===== src/rtl/result_uart_reporter.sv =====
// result_uart_reporter: prints each new CPU result as "XXXXXXXX\r\n" on a UART 8N1 line.
// Ports:
//   clk_in      CPU clock, rising edge
//   rst         asynchronous active-low reset
//   result      32-bit CPU result bus, sampled every cycle
//   en          allows new frames to start; a frame in flight always completes
//   tx          UART serial output, idles high
//   busy        high from frame start until the last stop bit ends
//   frames_sent count of completed frames, wraps to 0
module result_uart_reporter #(
    parameter int unsigned CLKS_PER_BIT = 868,
    parameter int unsigned CNT_W        = 16
) (
    input  logic             clk_in,
    input  logic             rst,
    input  logic [31:0]      result,
    input  logic             en,
    output logic             tx,
    output logic             busy,
    output logic [CNT_W-1:0] frames_sent
);

    localparam int unsigned BAUD_W = $clog2(CLKS_PER_BIT);
    localparam logic [BAUD_W-1:0] BAUD_LAST = BAUD_W'(CLKS_PER_BIT - 1);
    localparam logic [3:0] LAST_BYTE = 4'd9;

    typedef enum logic [1:0] {IDLE, START, DATA, STOP} state_t;

    state_t             state, state_nx;
    logic [BAUD_W-1:0]  baud_cnt, baud_nx;
    logic [2:0]         bit_idx, bit_nx;
    logic [3:0]         byte_idx, byte_nx;
    logic [31:0]        snap, snap_nx;
    logic               pending_first, pend_nx;
    logic [CNT_W-1:0]   frames_nx;
    logic               tx_nx, busy_nx;
    logic               bit_end;
    logic [3:0]         nibble;
    logic [7:0]         cur_byte;

    assign bit_end = (baud_cnt == BAUD_LAST);

    function automatic logic [7:0] hex_ascii(input logic [3:0] n);
        // 0x37 + n maps 10..15 onto 'A'..'F'
        return (n < 4'd10) ? (8'h30 + {4'h0, n}) : (8'h37 + {4'h0, n});
    endfunction

    // State and datapath registers
    always_ff @(posedge clk_in or negedge rst) begin
        if (!rst) begin
            state         <= IDLE;
            baud_cnt      <= '0;
            bit_idx       <= '0;
            byte_idx      <= '0;
            snap          <= '0;
            pending_first <= 1'b1;
            frames_sent   <= '0;
            tx            <= 1'b1;
            busy          <= 1'b0;
        end else begin
            state         <= state_nx;
            baud_cnt      <= baud_nx;
            bit_idx       <= bit_nx;
            byte_idx      <= byte_nx;
            snap          <= snap_nx;
            pending_first <= pend_nx;
            frames_sent   <= frames_nx;
            tx            <= tx_nx;
            busy          <= busy_nx;
        end
    end

    // Next-state and counter logic
    always_comb begin
        state_nx  = state;
        baud_nx   = baud_cnt;
        bit_nx    = bit_idx;
        byte_nx   = byte_idx;
        snap_nx   = snap;
        pend_nx   = pending_first;
        frames_nx = frames_sent;
        case (state)
            IDLE: begin
                if (en && (pending_first || (result != snap))) begin
                    snap_nx  = result;
                    pend_nx  = 1'b0;
                    byte_nx  = '0;
                    bit_nx   = '0;
                    baud_nx  = '0;
                    state_nx = START;
                end
            end
            START: begin
                if (bit_end) begin
                    baud_nx  = '0;
                    bit_nx   = '0;
                    state_nx = DATA;
                end else begin
                    baud_nx = baud_cnt + BAUD_W'(1);
                end
            end
            DATA: begin
                if (bit_end) begin
                    baud_nx = '0;
                    if (bit_idx == 3'd7) begin
                        state_nx = STOP;
                    end else begin
                        bit_nx = bit_idx + 3'd1;
                    end
                end else begin
                    baud_nx = baud_cnt + BAUD_W'(1);
                end
            end
            STOP: begin
                if (bit_end) begin
                    baud_nx = '0;
                    if (byte_idx == LAST_BYTE) begin
                        frames_nx = frames_sent + CNT_W'(1);
                        state_nx  = IDLE;
                    end else begin
                        byte_nx  = byte_idx + 4'd1;
                        state_nx = START;
                    end
                end else begin
                    baud_nx = baud_cnt + BAUD_W'(1);
                end
            end
            default: state_nx = IDLE;
        endcase
    end

    // Registered outputs are derived from next-state values so tx/busy line up with the state
    always_comb begin
        nibble = 4'h0;
        case (byte_nx)
            4'd0: nibble = snap_nx[31:28];
            4'd1: nibble = snap_nx[27:24];
            4'd2: nibble = snap_nx[23:20];
            4'd3: nibble = snap_nx[19:16];
            4'd4: nibble = snap_nx[15:12];
            4'd5: nibble = snap_nx[11:8];
            4'd6: nibble = snap_nx[7:4];
            4'd7: nibble = snap_nx[3:0];
            default: nibble = 4'h0;
        endcase
        if (byte_nx == 4'd8) begin
            cur_byte = 8'h0D;
        end else if (byte_nx == LAST_BYTE) begin
            cur_byte = 8'h0A;
        end else begin
            cur_byte = hex_ascii(nibble);
        end
        busy_nx = (state_nx != IDLE);
        case (state_nx)
            START:   tx_nx = 1'b0;
            DATA:    tx_nx = cur_byte[bit_nx];
            default: tx_nx = 1'b1;
        endcase
    end

endmodule

===== config.mk =====
export PLATFORM = sky130hd
export DESIGN_NAME = result_uart_reporter
export DESIGN_NICKNAME = d
export VERILOG_FILES = /design/src/rtl/result_uart_reporter.sv
export SDC_FILE = /design/constraint.sdc
export NUM_CORES = 1
export LEC_CHECK = 0
export BUFFER_PORTS_ARGS = -buffer_cell sky130_fd_sc_hd__buf_2
export CORE_ASPECT_RATIO = 1.4
export CORE_MARGIN = 2
export CORE_UTILIZATION = 40
export DETAILED_ROUTE_END_ITERATION = 16
export GPL_TIMING_DRIVEN = 0
export PLACE_DENSITY = 0.69
export SLEW_MARGIN = 25
export SYNTH_ARGS = -nofsm -noshare
export SYNTH_HDL_FRONTEND = slang
export SYNTH_SLANG_ARGS = --single-unit

===== constraint.sdc =====
create_clock -name clk_in -period 3.7 [get_ports clk_in]
set_input_delay 0.185 -clock clk_in [delete_from_list [all_inputs] [get_ports clk_in]]
set_output_delay 0.185 -clock clk_in [all_outputs]
set_load 0.005 [all_outputs]

[Word-level counts from Yosys, hierarchy flattened]
Cells that the tools add are included.
Word-level totals
  logic and storage cells: 72
  bits in latches: 0
  register bits after elaboration: 70
  input port bits: 35
  bits in writable memories: 0
  ROM bits: 0
  memories kept: 0
  output and inout port bits: 18
Operators by class
  reductions and logical operators: 8
  $lt $le $gt $ge: 2
  add/subtract/negate cells: 6
  multiplexer cells: 28
  equal/unequal tests: 19
  divide/modulo/power cells: 0
  multiply operators: 0
  bitwise gates (word level): 0
  shift-type cells: 0
Operator list (count)
  $mux 32: 2
  $ne 32x32->1: 1
  $pmux 4 s8: 1
  $mux 7: 3
  $mux 10: 2
  $pmux 10 s2: 1
  $add 16x1->16 const B: 1
  $eq 4x3->1 const B: 4
  $add 6x4->7 const A: 2
  $eq 4x4->1 const B: 3
  $mux 3: 4
  $mux 4: 3
  $add 10x1->10 const B: 1
  $eq 10x10->1 const B: 1
  $mux 2: 5
  $pmux 3 s3: 1
  $eq 4x2->1 const B: 2
  $pmux 2 s4: 1
  $pmux 4 s2: 1
  $eq 2x2->1 const B: 3
  $add 4x1->4 const B: 1
  $eq 2x1->1 const B: 2
  $eq 4x1->1 const B: 1
  $logic_not 4->1: 1
  other kinds (15): 16

[Longest topological paths before layout]
  depth in word-level cells: 14
  depth in mapped cells: 19
  mapped depth without buffers: 18

[Worst setup path before layout]
Ideal clock, no wire load.
  path type: register to register
  from: register baud_cnt[0]
  to: register tx
  path buffers: 0
  arrival: 3.655 ns
  data required time: 3.615 ns
  setup time: 0.085 ns
  setup slack: -0.039 ns
  cell stages (with the launch flop): 18
  clock period less this slack: 3.739 ns
  cell sequence: dfrtp_1 -> ha_1 -> or4b_4 -> or3_4 -> nor3b_2 -> o221ai_1 -> a31oi_4 -> inv_2 -> nor2_2 -> a22oi_1 -> a22o_1 -> a21o_1 -> ha_1 -> nor3_1 -> nand3_1 -> o41ai_1 -> o31ai_1 -> o221ai_1
On the way
  cells in the longest elaborated chain, start to end: 12
  elaborated cells on any way between the ends: 32
  classes of those cells: add/sub: 2; order compare: 1; eq/ne: 12; mux: 16; reduce/logical: 1
RTL lines
  start: declaration: line 30  | logic [BAUD_W-1:0] baud_cnt, baud_nx;
  start signal: assignment: line 62  | baud_cnt <= baud_nx;
  $eq 10x10->1 (*): line 41  | assign bit_end = (baud_cnt == BAUD_LAST);
  $mux 4 (*): line 115  | if (bit_end) begin
  $pmux 4 s2 (*): line 82  | case (state)
  via byte_nx[2]: line 32  | logic [3:0] byte_idx, byte_nx;
  $eq 4x3->1 (tied with other cells): line 135  | case (byte_nx)
  $pmux 4 s8: line 135
  $add 6x4->7 or $lt 4x4->1 (tied branches): line 45  | return (n < 4'd10) ? (8'h30 + {4'h0, n}) : (8'h37 + {4'h0, n});
  $mux 7: line 45
  $mux 7: line 148  | end else if (byte_nx == LAST_BYTE) begin
  $mux 7 (*): line 146  | if (byte_nx == 4'd8) begin
  $bmux 1 s3 (*): line 156  | DATA: tx_nx = cur_byte[bit_nx];
  $mux 1 (not written as such) (*): line 156
  $pmux 1 s2 (*): line 154  | case (state_nx)
  via tx_nx: line 36  | logic tx_nx, busy_nx;
  end signal: assignment: line 68  | tx <= tx_nx;
  end: declaration: line 18  | output logic tx,
Mark *: on every way through the listed nets, which the timed path passes. The rest lies on a longest branch. The select of a mux whose other input is x is not followed.
A chain may end at the register's enable or synchronous reset.

[Final worst setup path]
Ends and elaborated chain as after synthesis.

==> impl_metrics.tcl <==
set metrics [dict create \
    synthesis.area_um2 4310 \
    dpl_worst_slack_ns -0.834 \
    asyncSetResetFlopFracSynth_pct 100 \
    area_growth_pct 27.5 \
    cellPowerDensity_nw_per_um2 345 \
    wire_length_of_the_first_global_routing_pass_um 18500 \
    fin_tns_setup_ns -0.211 \
    nNetsFinal 590 \
    core.rowCount 44 \
    synth_largest_area_cell "sky130_fd_sc_hd__dfrtp_1" \
    outcome "complete, but fails checks" \
    critical_path.max_stage_delay_ns 0.50 \
    num_antenna_cells 0 \
    viasPerCell 5.70 \
    totalWireLength_um 11300 \
    worstSkewPairLatency_ns 0.35 \
    critPathCaptureType "register" \
    vdd.ir_drop.worst_mv 0.225 \
    routed_wire_length_per_instance_um 16.5 \
    failing_checks "setup timing" \
    worst_setup_path_start_kind "register" \
    maxSlewViolCount 0 \
    fmax_mhz 256 \
    mostFrequentLayoutCell "sky130_fd_sc_hd__dfrtp_1" \
    synth_area_leaders "sky130_fd_sc_hd__dfrtp_1 (39%), sky130_fd_sc_hd__xnor2_1 (7.3%), sky130_fd_sc_hd__nand2_1 (5.7%)" \
    cts_tree "yes" \
    synthesis.instances 462 \
    dp_hpwl_um 8160 \
    core_region_area_um2 10500 \
    place.port_buffers 52 \
    route.top_layer_used "met4" \
    max_cap_violations 0 \
    grt_pass1_vias 3894 \
    critical_path.slowest_cell "sky130_fd_sc_hd__or4b_4" \
    clock_tree.buffer_depth 2 \
    layout.cells.most_common_list "sky130_fd_sc_hd__dfrtp_1 (68), sky130_fd_sc_hd__nand2_1 (64), sky130_fd_sc_hd__buf_2 (52)" \
    die_area_um2 11600 \
    groute.usage.overall_pct 20.0 \
    antenna_left 0 \
    maximum_clock_skew_at_final_layout_ns 0.00709 \
    final.setup.worst_slack_ns -0.211 \
    postSynthNetCount 508 \
    yosys_cell_types 71 \
    finalSetupViolations 1 \
    yosys_most_used_dff "sky130_fd_sc_hd__dfrtp_1" \
    tritoncts.num_buffers 9 \
    critPathRequiredTime_ns 3.94 \
    cts_sinks 70 \
    worstSetupPathType "register to register" \
    pin_slew_with_the_least_headroom_to_its_limit_ns 0.665 \
    gp_congestion 0.857 \
    clk_pin_slew_worst_paths_ns 0.06 \
    final_layout_size_suffix_gt1_share_pct 27.5 \
    fin_cells 687 \
    die_h_um 127 \
    crit_path_cell_trace "ha_4 -> or4b_4 -> or3_4 -> nor3b_2 -> o221ai_1 -> a31oi_4 -> inv_2 -> nor2_4 -> a22oi_1 -> a22o_1 -> a21o_1 -> ha_4 -> nor3_4 -> nand3_1 -> o41ai_2 -> o31ai_1 -> o221ai_1" \
    ioPinCount 53 \
    dr.pass1.iters 5 \
    synth.ff_latch_count 70 \
    cp_max_fo 5 \
    post-place-cells 653 \
    synth.top_cell.area_share_pct 39.4 \
    max-slew-margin-rel_pct 55.3 \
    number_of_synthesized_flops_with_an_enable_pin 0 \
    met3_length_um 562 \
    detailed_route_via_count 3918 \
    drt-met1-wl_um 4310 \
    post_layout_utilization_of_the_core_pct 52.6 \
    p_total_mw 1.90 \
    largest_net_degree_at_the_start_of_global_routing 39 \
    ys_warn_count 0 \
    detailroute.wirelength.met2_um 5810 \
    clock-root-buffer "sky130_fd_sc_hd__clkbuf_16" \
    antenna_found_initial 0 \
    rsz_0062_raised_after_global_routing "yes" \
    chipWidth_um 91.8 \
    final_min_period_over_clock_period_pct 106 \
    final.min_clock_period_ns 3.91 \
    hp-class "primary input to register" \
    leakage_nw 2.47 \
    drt-initial-drc-count 201 \
    route.detailed.drc 0 \
    seq_area_frac_synth_pct 40.7 \
    cp_data_arrival_time_ns 4.15 \
    timing_hold_violations_final 0 \
    start_util_pct 41.2 \
    mean_area_per_synthesized_cell_um2 9.34 \
    count_of_h_tree_levels_built_during_cts 3 \
    grt_remaining_overflow 0 \
]
## final timing paths
kind	startpoint	endpoint	slack (ns)	cells past startpoint
worst max-delay path	baud_cnt[0]	tx	-0.21	17
min in group asynchronous	rst	baud_cnt[6]	0.35	2
worst min-delay path	result[18]	snap[18]	0.08	3
worst max register to register	baud_cnt[0]	tx	-0.21	17
max in group asynchronous	rst	tx	2.75	3
worst min register to register	frames_sent[15]	frames_sent[15]	0.48	1
## routing by layer
metal / global-route usage [%] / up-vias
met3: 3.92 / 43
met5: 0 / -
li1: - / 1827
met2: 34.8 / 142
met4: 13.7 / 0
met1: 21.7 / 1906
## metrics by stage
stage | hold slack, ns | cell area, um^2
after floorplan | -0.111 | 4330
after global placement | 0.420 | 4770
after detailed placement | 0.162 | 4790
after CTS | 0.0764 | 5380
after global routing | 0.0963 | 5500
final | 0.0790 | 5500
## logic make-up after synthesis
logic type                 after synthesis  share of synthesized area (%)
and+or+nand+nor                        180                           21.2
AOI/OAI and AO/OA                       98                           16.0
DFF                                     70                           40.7
xor gates and xnor gates                48                           9.74
buffers and inverters                   33                           3.65
muxes                                   22                           5.57
adders and majority gates               11                           3.19
## area by class of cell
class / count / area, um^2
fill: 953 / 4960
multi-input combinational: 359 / 2570
sequential: 70 / 1750
timing repair buffer: 71 / 457
clock buffer: 10 / 229
tap: 138 / 173
clock inverter: 6 / 134
buffer: 17 / 120
inverter: 16 / 65.1
## cells in the mapped netlist (all sizes together), types with 4 or more instances
| cell type | number |
|---|---|
| nor4 | 4 |
| buf | 9 |
| o21ai | 35 |
| nor2 | 26 |
| ha | 11 |
| nand2 | 66 |
| a21oi | 12 |
| clkbuf | 8 |
| xor2 | 12 |
| xnor2 | 36 |
| or3 | 4 |
| and2 | 4 |
| mux2i | 6 |
| inv | 15 |
| nand4 | 13 |
| nor3 | 6 |
| o211ai | 7 |
| and3 | 7 |
| o31ai | 5 |
| dfrtp | 68 |
| nand3 | 34 |
| mux2 | 16 |
## what timing repair did
item,4_1_cts,5_1_grt
pin swaps,15,8
hold buffers,1,0
setup endpoints to repair,1,2
endpoints found under the hold margin,31,0
resized for setup,25,12
buffers inserted,11,5
cloned,1,0
## worst max-delay path, delay by kind of cell (launching register included)
kind	cells	cell delay [ns]
and+or+nand+nor	6	1.33
buffers and inverters	1	0.11
adders and majority gates	2	0.45
AOI/OAI and AO/OA	8	1.51
DFF	1	0.41
## registers in the layout, summed over array words and instances (netlist names)
signal	cells
pending_first	1
bit_idx	3
tx	1
busy	1
frames_sent	16
state	2
byte_idx	4
baud_cnt	10
snap	32
## power breakdown
part	internal [mW]	switching [mW]	leakage, nW
logic	0.0290	0.0416	1.38
registers	0.766	0	0.914
clock network	0.726	0.334	0.177
Power figures use the tool's default switching activity.
